--- config.mk ---
export PLATFORM = sky130hd
export DESIGN_NAME = responder_lectura_ventana
export DESIGN_NICKNAME = d
export VERILOG_FILES = /design/src/rtl/filtros_pkg.sv /design/src/rtl/contador_direcciones_ventana.sv /design/src/rtl/responder_lectura_ventana.sv
export SDC_FILE = /design/constraint.sdc
export NUM_CORES = 1
export LEC_CHECK = 0
export CAP_MARGIN = 20
export CORE_UTILIZATION = 57
export CTS_BUF_LIST = sky130_fd_sc_hd__clkbuf_2 sky130_fd_sc_hd__clkbuf_4 sky130_fd_sc_hd__clkbuf_8
export DETAILED_ROUTE_END_ITERATION = 8
export MAX_ROUTING_LAYER = met4
export PLACE_DENSITY_LB_ADDON = 0.1
export REMOVE_ABC_BUFFERS = 1
export SYNTH_ARGS = -nofsm -noshare
export SYNTH_HDL_FRONTEND = slang
export SYNTH_SLANG_ARGS = --single-unit
--- constraint.sdc ---
create_clock -name clk -period 1.89 [get_ports clk]
set_input_delay 0.378 -clock clk [delete_from_list [all_inputs] [get_ports clk]]
set_output_delay 0.378 -clock clk [all_outputs]
set_load 0.005 [all_outputs]
--- src/rtl/filtros_pkg.sv ---
// filtros_pkg: shared types, defaults and pointer wrap arithmetic for the filter datapath
package filtros_pkg;

    localparam int ANCHO_DATO_DEF = 8;
    localparam int ANCHO_DIR_DEF  = 16;

    typedef enum logic [1:0] {
        E_REPOSO,
        E_PEDIR,
        E_ESPERA,
        E_ENTREGA
    } estado_t;

    // Sum of two addresses; results beyond lim wrap back to base
    function automatic logic [31:0] wrap_add(
        input logic [31:0] a,
        input logic [31:0] b,
        input logic [31:0] base,
        input logic [31:0] lim
    );
        logic [31:0] s;
        s = a + b;
        return (s > lim) ? base + (s - lim - 32'd1) : s;
    endfunction

endpackage

--- src/rtl/contador_direcciones_ventana.sv ---
// contador_direcciones_ventana: window address pointers (column base, current row address, column index)
//   clk, reset (sync, active-low)
//   actualizar_pos_mem : step one row down
//   liberar_bus_mem    : move to next column, restart at its top
//   reiniciar_dir      : back to pixel (0,0)
//   dir_actual         : address of the next pixel to read
//   fin_fila           : current column is the last of the row
module contador_direcciones_ventana
    import filtros_pkg::*;
#(
    parameter int ANCHO_DIR    = ANCHO_DIR_DEF,
    parameter int ANCHO_IMAGEN = 640,
    parameter int DIR_BASE     = 0,
    parameter int DIR_MAX      = 65535
) (
    input  logic                 clk,
    input  logic                 reset,
    input  logic                 actualizar_pos_mem,
    input  logic                 liberar_bus_mem,
    input  logic                 reiniciar_dir,
    output logic [ANCHO_DIR-1:0] dir_actual,
    output logic                 fin_fila
);

    localparam int ANCHO_COL = $clog2(ANCHO_IMAGEN);

    logic [ANCHO_DIR-1:0] col_base;
    logic [ANCHO_DIR-1:0] col_sig;
    logic [ANCHO_COL-1:0] columna;

    // Column base advances linearly, so stepping past the row end lands on the next row
    assign col_sig  = ANCHO_DIR'(wrap_add(32'(col_base), 32'd1, DIR_BASE, DIR_MAX));
    assign fin_fila = columna == ANCHO_COL'(ANCHO_IMAGEN - 1);

    always_ff @(posedge clk) begin
        if (!reset || reiniciar_dir) begin
            col_base   <= ANCHO_DIR'(DIR_BASE);
            dir_actual <= ANCHO_DIR'(DIR_BASE);
            columna    <= '0;
        end else if (liberar_bus_mem) begin
            col_base   <= col_sig;
            dir_actual <= col_sig;
            columna    <= fin_fila ? '0 : columna + ANCHO_COL'(1);
        end else if (actualizar_pos_mem) begin
            dir_actual <= ANCHO_DIR'(wrap_add(32'(dir_actual), ANCHO_IMAGEN, DIR_BASE, DIR_MAX));
        end
    end

endmodule

--- src/rtl/responder_lectura_ventana.sv ---
// responder_lectura_ventana: serves single-pixel window-fill reads from a fixed-latency memory
//   clk, reset (sync, active-low)
//   leer_dato             : one-cycle read request
//   actualizar_pos_mem, liberar_bus_mem, reiniciar_dir : window pointer controls
//   mem_dato              : memory read data
//   dato_leido_disponible : one-cycle pulse, dato_leido valid
//   dato_leido            : last pixel read, held
//   mem_rd_en, mem_dir    : memory read strobe and registered address
//   bus_ocupado           : a read is in progress
//   fin_fila              : last column of the row
//   error_solicitud       : sticky, request arrived while busy
module responder_lectura_ventana
    import filtros_pkg::*;
#(
    parameter int ANCHO_DATO   = ANCHO_DATO_DEF,
    parameter int ANCHO_DIR    = ANCHO_DIR_DEF,
    parameter int ANCHO_IMAGEN = 640,
    parameter int LATENCIA_MEM = 2,
    parameter int DIR_BASE     = 0,
    parameter int DIR_MAX      = 65535
) (
    input  logic                  clk,
    input  logic                  reset,
    input  logic                  leer_dato,
    input  logic                  actualizar_pos_mem,
    input  logic                  liberar_bus_mem,
    input  logic                  reiniciar_dir,
    input  logic [ANCHO_DATO-1:0] mem_dato,
    output logic                  dato_leido_disponible,
    output logic [ANCHO_DATO-1:0] dato_leido,
    output logic                  mem_rd_en,
    output logic [ANCHO_DIR-1:0]  mem_dir,
    output logic                  bus_ocupado,
    output logic                  fin_fila,
    output logic                  error_solicitud
);

    localparam int ANCHO_CNT = $clog2(LATENCIA_MEM + 1);

    estado_t              estado, estado_sig;
    logic [ANCHO_CNT-1:0] cnt, cnt_sig;
    logic                 captura;
    logic [ANCHO_DIR-1:0] dir_actual;

    contador_direcciones_ventana #(
        .ANCHO_DIR   (ANCHO_DIR),
        .ANCHO_IMAGEN(ANCHO_IMAGEN),
        .DIR_BASE    (DIR_BASE),
        .DIR_MAX     (DIR_MAX)
    ) u_contador (
        .clk               (clk),
        .reset             (reset),
        .actualizar_pos_mem(actualizar_pos_mem),
        .liberar_bus_mem   (liberar_bus_mem),
        .reiniciar_dir     (reiniciar_dir),
        .dir_actual        (dir_actual),
        .fin_fila          (fin_fila)
    );

    assign mem_rd_en             = estado == E_PEDIR;
    assign dato_leido_disponible = estado == E_ENTREGA;
    assign bus_ocupado           = estado != E_REPOSO;

    // The counter holds the remaining wait cycles; the last one is the sampling cycle
    always_comb begin
        estado_sig = estado;
        cnt_sig    = cnt;
        captura    = 1'b0;
        case (estado)
            E_REPOSO:  estado_sig = leer_dato ? E_PEDIR : E_REPOSO;
            E_PEDIR: begin
                cnt_sig    = ANCHO_CNT'(LATENCIA_MEM);
                estado_sig = E_ESPERA;
            end
            E_ESPERA: begin
                cnt_sig    = cnt - ANCHO_CNT'(1);
                captura    = cnt == ANCHO_CNT'(1);
                estado_sig = captura ? E_ENTREGA : E_ESPERA;
            end
            E_ENTREGA: estado_sig = E_REPOSO;
            default:   estado_sig = E_REPOSO;
        endcase
    end

    always_ff @(posedge clk) begin
        if (!reset) begin
            estado          <= E_REPOSO;
            cnt             <= '0;
            mem_dir         <= '0;
            dato_leido      <= '0;
            error_solicitud <= 1'b0;
        end else begin
            estado <= estado_sig;
            cnt    <= cnt_sig;
            // Address is frozen when the request is accepted, so same-cycle pointer moves cannot disturb it
            if (estado == E_REPOSO && leer_dato)
                mem_dir <= dir_actual;
            if (captura)
                dato_leido <= mem_dato;
            if (leer_dato && bus_ocupado)
                error_solicitud <= 1'b1;
        end
    end

endmodule
==> out/metrics.yaml <==
logic_synthesis:
  synth_common_cells: "71 x dfxtp_1, 56 x nand2_1, 33 x nor2_1"
  synth_edf_count: 0
  yosysWarnings: 0
  ys_ff_latch: 71
  syn_inst: 387
  async_reset_ff_share_pct: 0
  ys_seq_area_share_pct: 43.4
  syn_area_sq_um: 3280
  synth_area_per_cell_sq_um: 8.47
  synth_top_area_share_pct: 43.4
  yosysTopAreaCell: "dfxtp_1"
  synth_cell_type_count: 41
  synth-main-ff-cell: "dfxtp_1"
  synth_area_leaders: "dfxtp_1 43%, nand2_1 6.4%, a21boi_0 5.7%"
  yosysMostFrequentCell: "dfxtp_1"
power:
  power_density_nw_per_um2: 704
  power_mw: 2.86
  ir_worst_vdd_mv: 0.449
  leakage_nw: 1.40
sta:
  rsz0062_at_grt: "no"
  fin_tns_setup_ns: 0
  worst_pin_slew_ns: 0.415
  period_needed_ns: 1.80
  hold_slack_ns: 0.460
  max_freq_mhz: 554
  hold_viol_final: 0
  maxSlewViolCount: 0
  fin_crit_sh_pct: 95.4
  fin_ws_ns: 0.0861
  finalSetupViolCount: 0
  fin_worst_skew_ns: 0.00661
  max_slew_margin_pct: 72.3
drt:
  route.vias.total: 2762
  wl_per_cell_um: 13.1
  drc: 0
  wirelength_um: 6740
  vias_per_cell: 5.38
  postRouteAntennaNets: 0
  dr.pass1.iters: 4
  drt_iter0_markers: 119
layout:
  num-nets-final: 460
  stdcell_area_sq_um: 4060
  area_delta_synth_final_pct: 23.9
  drive_gt1_share_pct: 12.9
  num_antenna_cells: 0
outcome:
  outcome: "finished, final reports clean"
global_route:
  grt_pass1_wl_um: 11400
  grt-ovfl-total: 0
  grt_antenna_before_repair: 0
  grt_pass1_vias: 2496
  grt_max_degree: 36
  grt_use_total_pct: 24.7
die:
  start_util_pct: 59.2
  rows: 27
  die_area_sq_um: 6060
  dieWidth_um: 77.8
  core_area_sq_um: 5540
  io_pins: 43
  die_y_um: 77.8
critical_path:
  required_ns: 1.51
  critPathKind: "flop to output port"
  crit_fanout: 2
  end_kind: "output port"
  arrival_ns: 1.43
  critPathBufInv: 2
  slowest_delay_ns: 0.44
  start_kind: "flop"
  crit_family: "buffers and inverters"
  crit_slowest_cell: "clkdlybuf4s50_1"
  cp_cell_sequence: "buf_4 > ha_1 > clkdlybuf4s50_1"
place:
  place_ws_ns: 0.0433
  placed_area_sq_um: 3830
  dp_hpwl_um: 4710
  numPortBuffers: 42
  routabilityCongestion: 0.852
clocking:
  clk_pin_slew_ns: 0.07
  cts_tree: "yes"
  cts_buffer_depth: 2
  clock_sinks: 71
  root_buffer: "clkbuf_8"
  worstSkewPairLatency_ns: 0.35
  cts-buffers-inserted: 9
  hold_buffers: 0
  htreeDepth: 3
min_path:
  hp-class: "flop to flop"
run:
  cap_violations: 0
## registers in the layout, summed over array words and instances, names as in the netlist
| register | cells |
|---|---|
| error_solicitud | 1 |
| estado | 2 |
| u_contador.dir_actual | 16 |
| mem_dir | 16 |
| u_contador.columna | 10 |
| cnt | 2 |
| dato_leido | 8 |
| u_contador.col_base | 16 |
## final cells by class
cell class                      instances  area, sq um
Inverter                                8         30.0
Timing Repair Buffer                   65          607
Multi-Input combinational cell        282         1720
Sequential cell                        71         1430
Tap cell                               72         90.1
Fill cell                             437         1480
Clock inverter                          3         17.5
Clock buffer                           12          165
## through the flow
step	utilization, %	std cells
after floorplan	-	361
after global placement	69.2	496
after detailed placement	69.2	496
after CTS	73.1	513
after global routing	73.3	513
final	73.3	513
## report_power, final
group | switching [mW] | total, mW | internal (mW)
Sequential | 0.0185 | 1.54 | 1.52
Clock | 0.548 | 1.12 | 0.572
Combinational | 0.0999 | 0.203 | 0.104
## repair_timing
item	CTS	global route
endpoints found under the hold margin	0	0
gates resized for setup	12	3
endpoints found under the setup margin	2	1
buffers inserted	2	0
## routing by layer
layer	vias up	part of all wire [%]	track usage, %
li1	1427	-	-
met1	1263	51	31.1
met2	60	43	38.1
met3	12	3.8	4.82
met4	0	1.9	11.5
met5	-	0	-
## placed cells by master, fill, tap and decap left out, types with 3 or more instances in the layout
| cell | synthesis | routed |
|---|---|---|
| nor4_1 | 5 | 5 |
| or3_1 | 6 | 6 |
| dfxtp_2 | 0 | 7 |
| nand2b_1 | 8 | 8 |
| nor2_1 | 33 | 33 |
| a21boi_0 | 25 | 25 |
| o21a_1 | 4 | 4 |
| xor2_1 | 20 | 20 |
| nor3_1 | 10 | 10 |
| dfxtp_1 | 71 | 64 |
| and3_1 | 5 | 4 |
| xnor2_1 | 12 | 12 |
| clkbuf_8 | 0 | 12 |
| ha_1 | 9 | 7 |
| a211oi_1 | 11 | 11 |
| o21ai_0 | 12 | 12 |
| inv_1 | 8 | 6 |
| a311oi_1 | 3 | 3 |
| nand2_1 | 56 | 56 |
| buf_4 | 2 | 22 |
| nand3_1 | 18 | 18 |
| a21oi_1 | 12 | 12 |
| nand4_1 | 12 | 12 |
| clkdlybuf4s50_1 | 0 | 40 |
## logic make-up after synthesis
| kind of cell | share of synthesized area (%) |
|---|---|
| AO/OA/AOI/OAI | 15.0 |
| XOR/XNOR | 8.55 |
| adder cells (fa/ha/maj) | 3.44 |
| buffers and inverters | 4.69 |
| flip-flops | 43.4 |
| multiplexers | 0.305 |
| AND/OR/NAND/NOR | 24.7 |
## path summary, 6_finish.rpt
kind,startpoint,to,slack [ns],cells after the start
setup reg to reg,u_contador.col_base[0]$_SDFFE_PP0P_,u_contador.col_base[12]$_SDFFE_PP0P_,0.21,5
setup / recovery,estado[0]$_SDFF_PN0_,dato_leido_disponible,0.09,3
hold / removal,u_contador.dir_actual[5]$_SDFFE_PP0P_,mem_dir[5]$_SDFFE_PN0P_,0.46,2
hold reg to reg,u_contador.dir_actual[5]$_SDFFE_PP0P_,mem_dir[5]$_SDFFE_PN0P_,0.46,2
## tightest hold or removal path, cell delays in order, from the launching register on
cell and delay, ns:
dfxtp_1 0.31, nand2_1 0.05, a21boi_0 0.06
No activity file was read; power rests on OpenSTA's default activity.
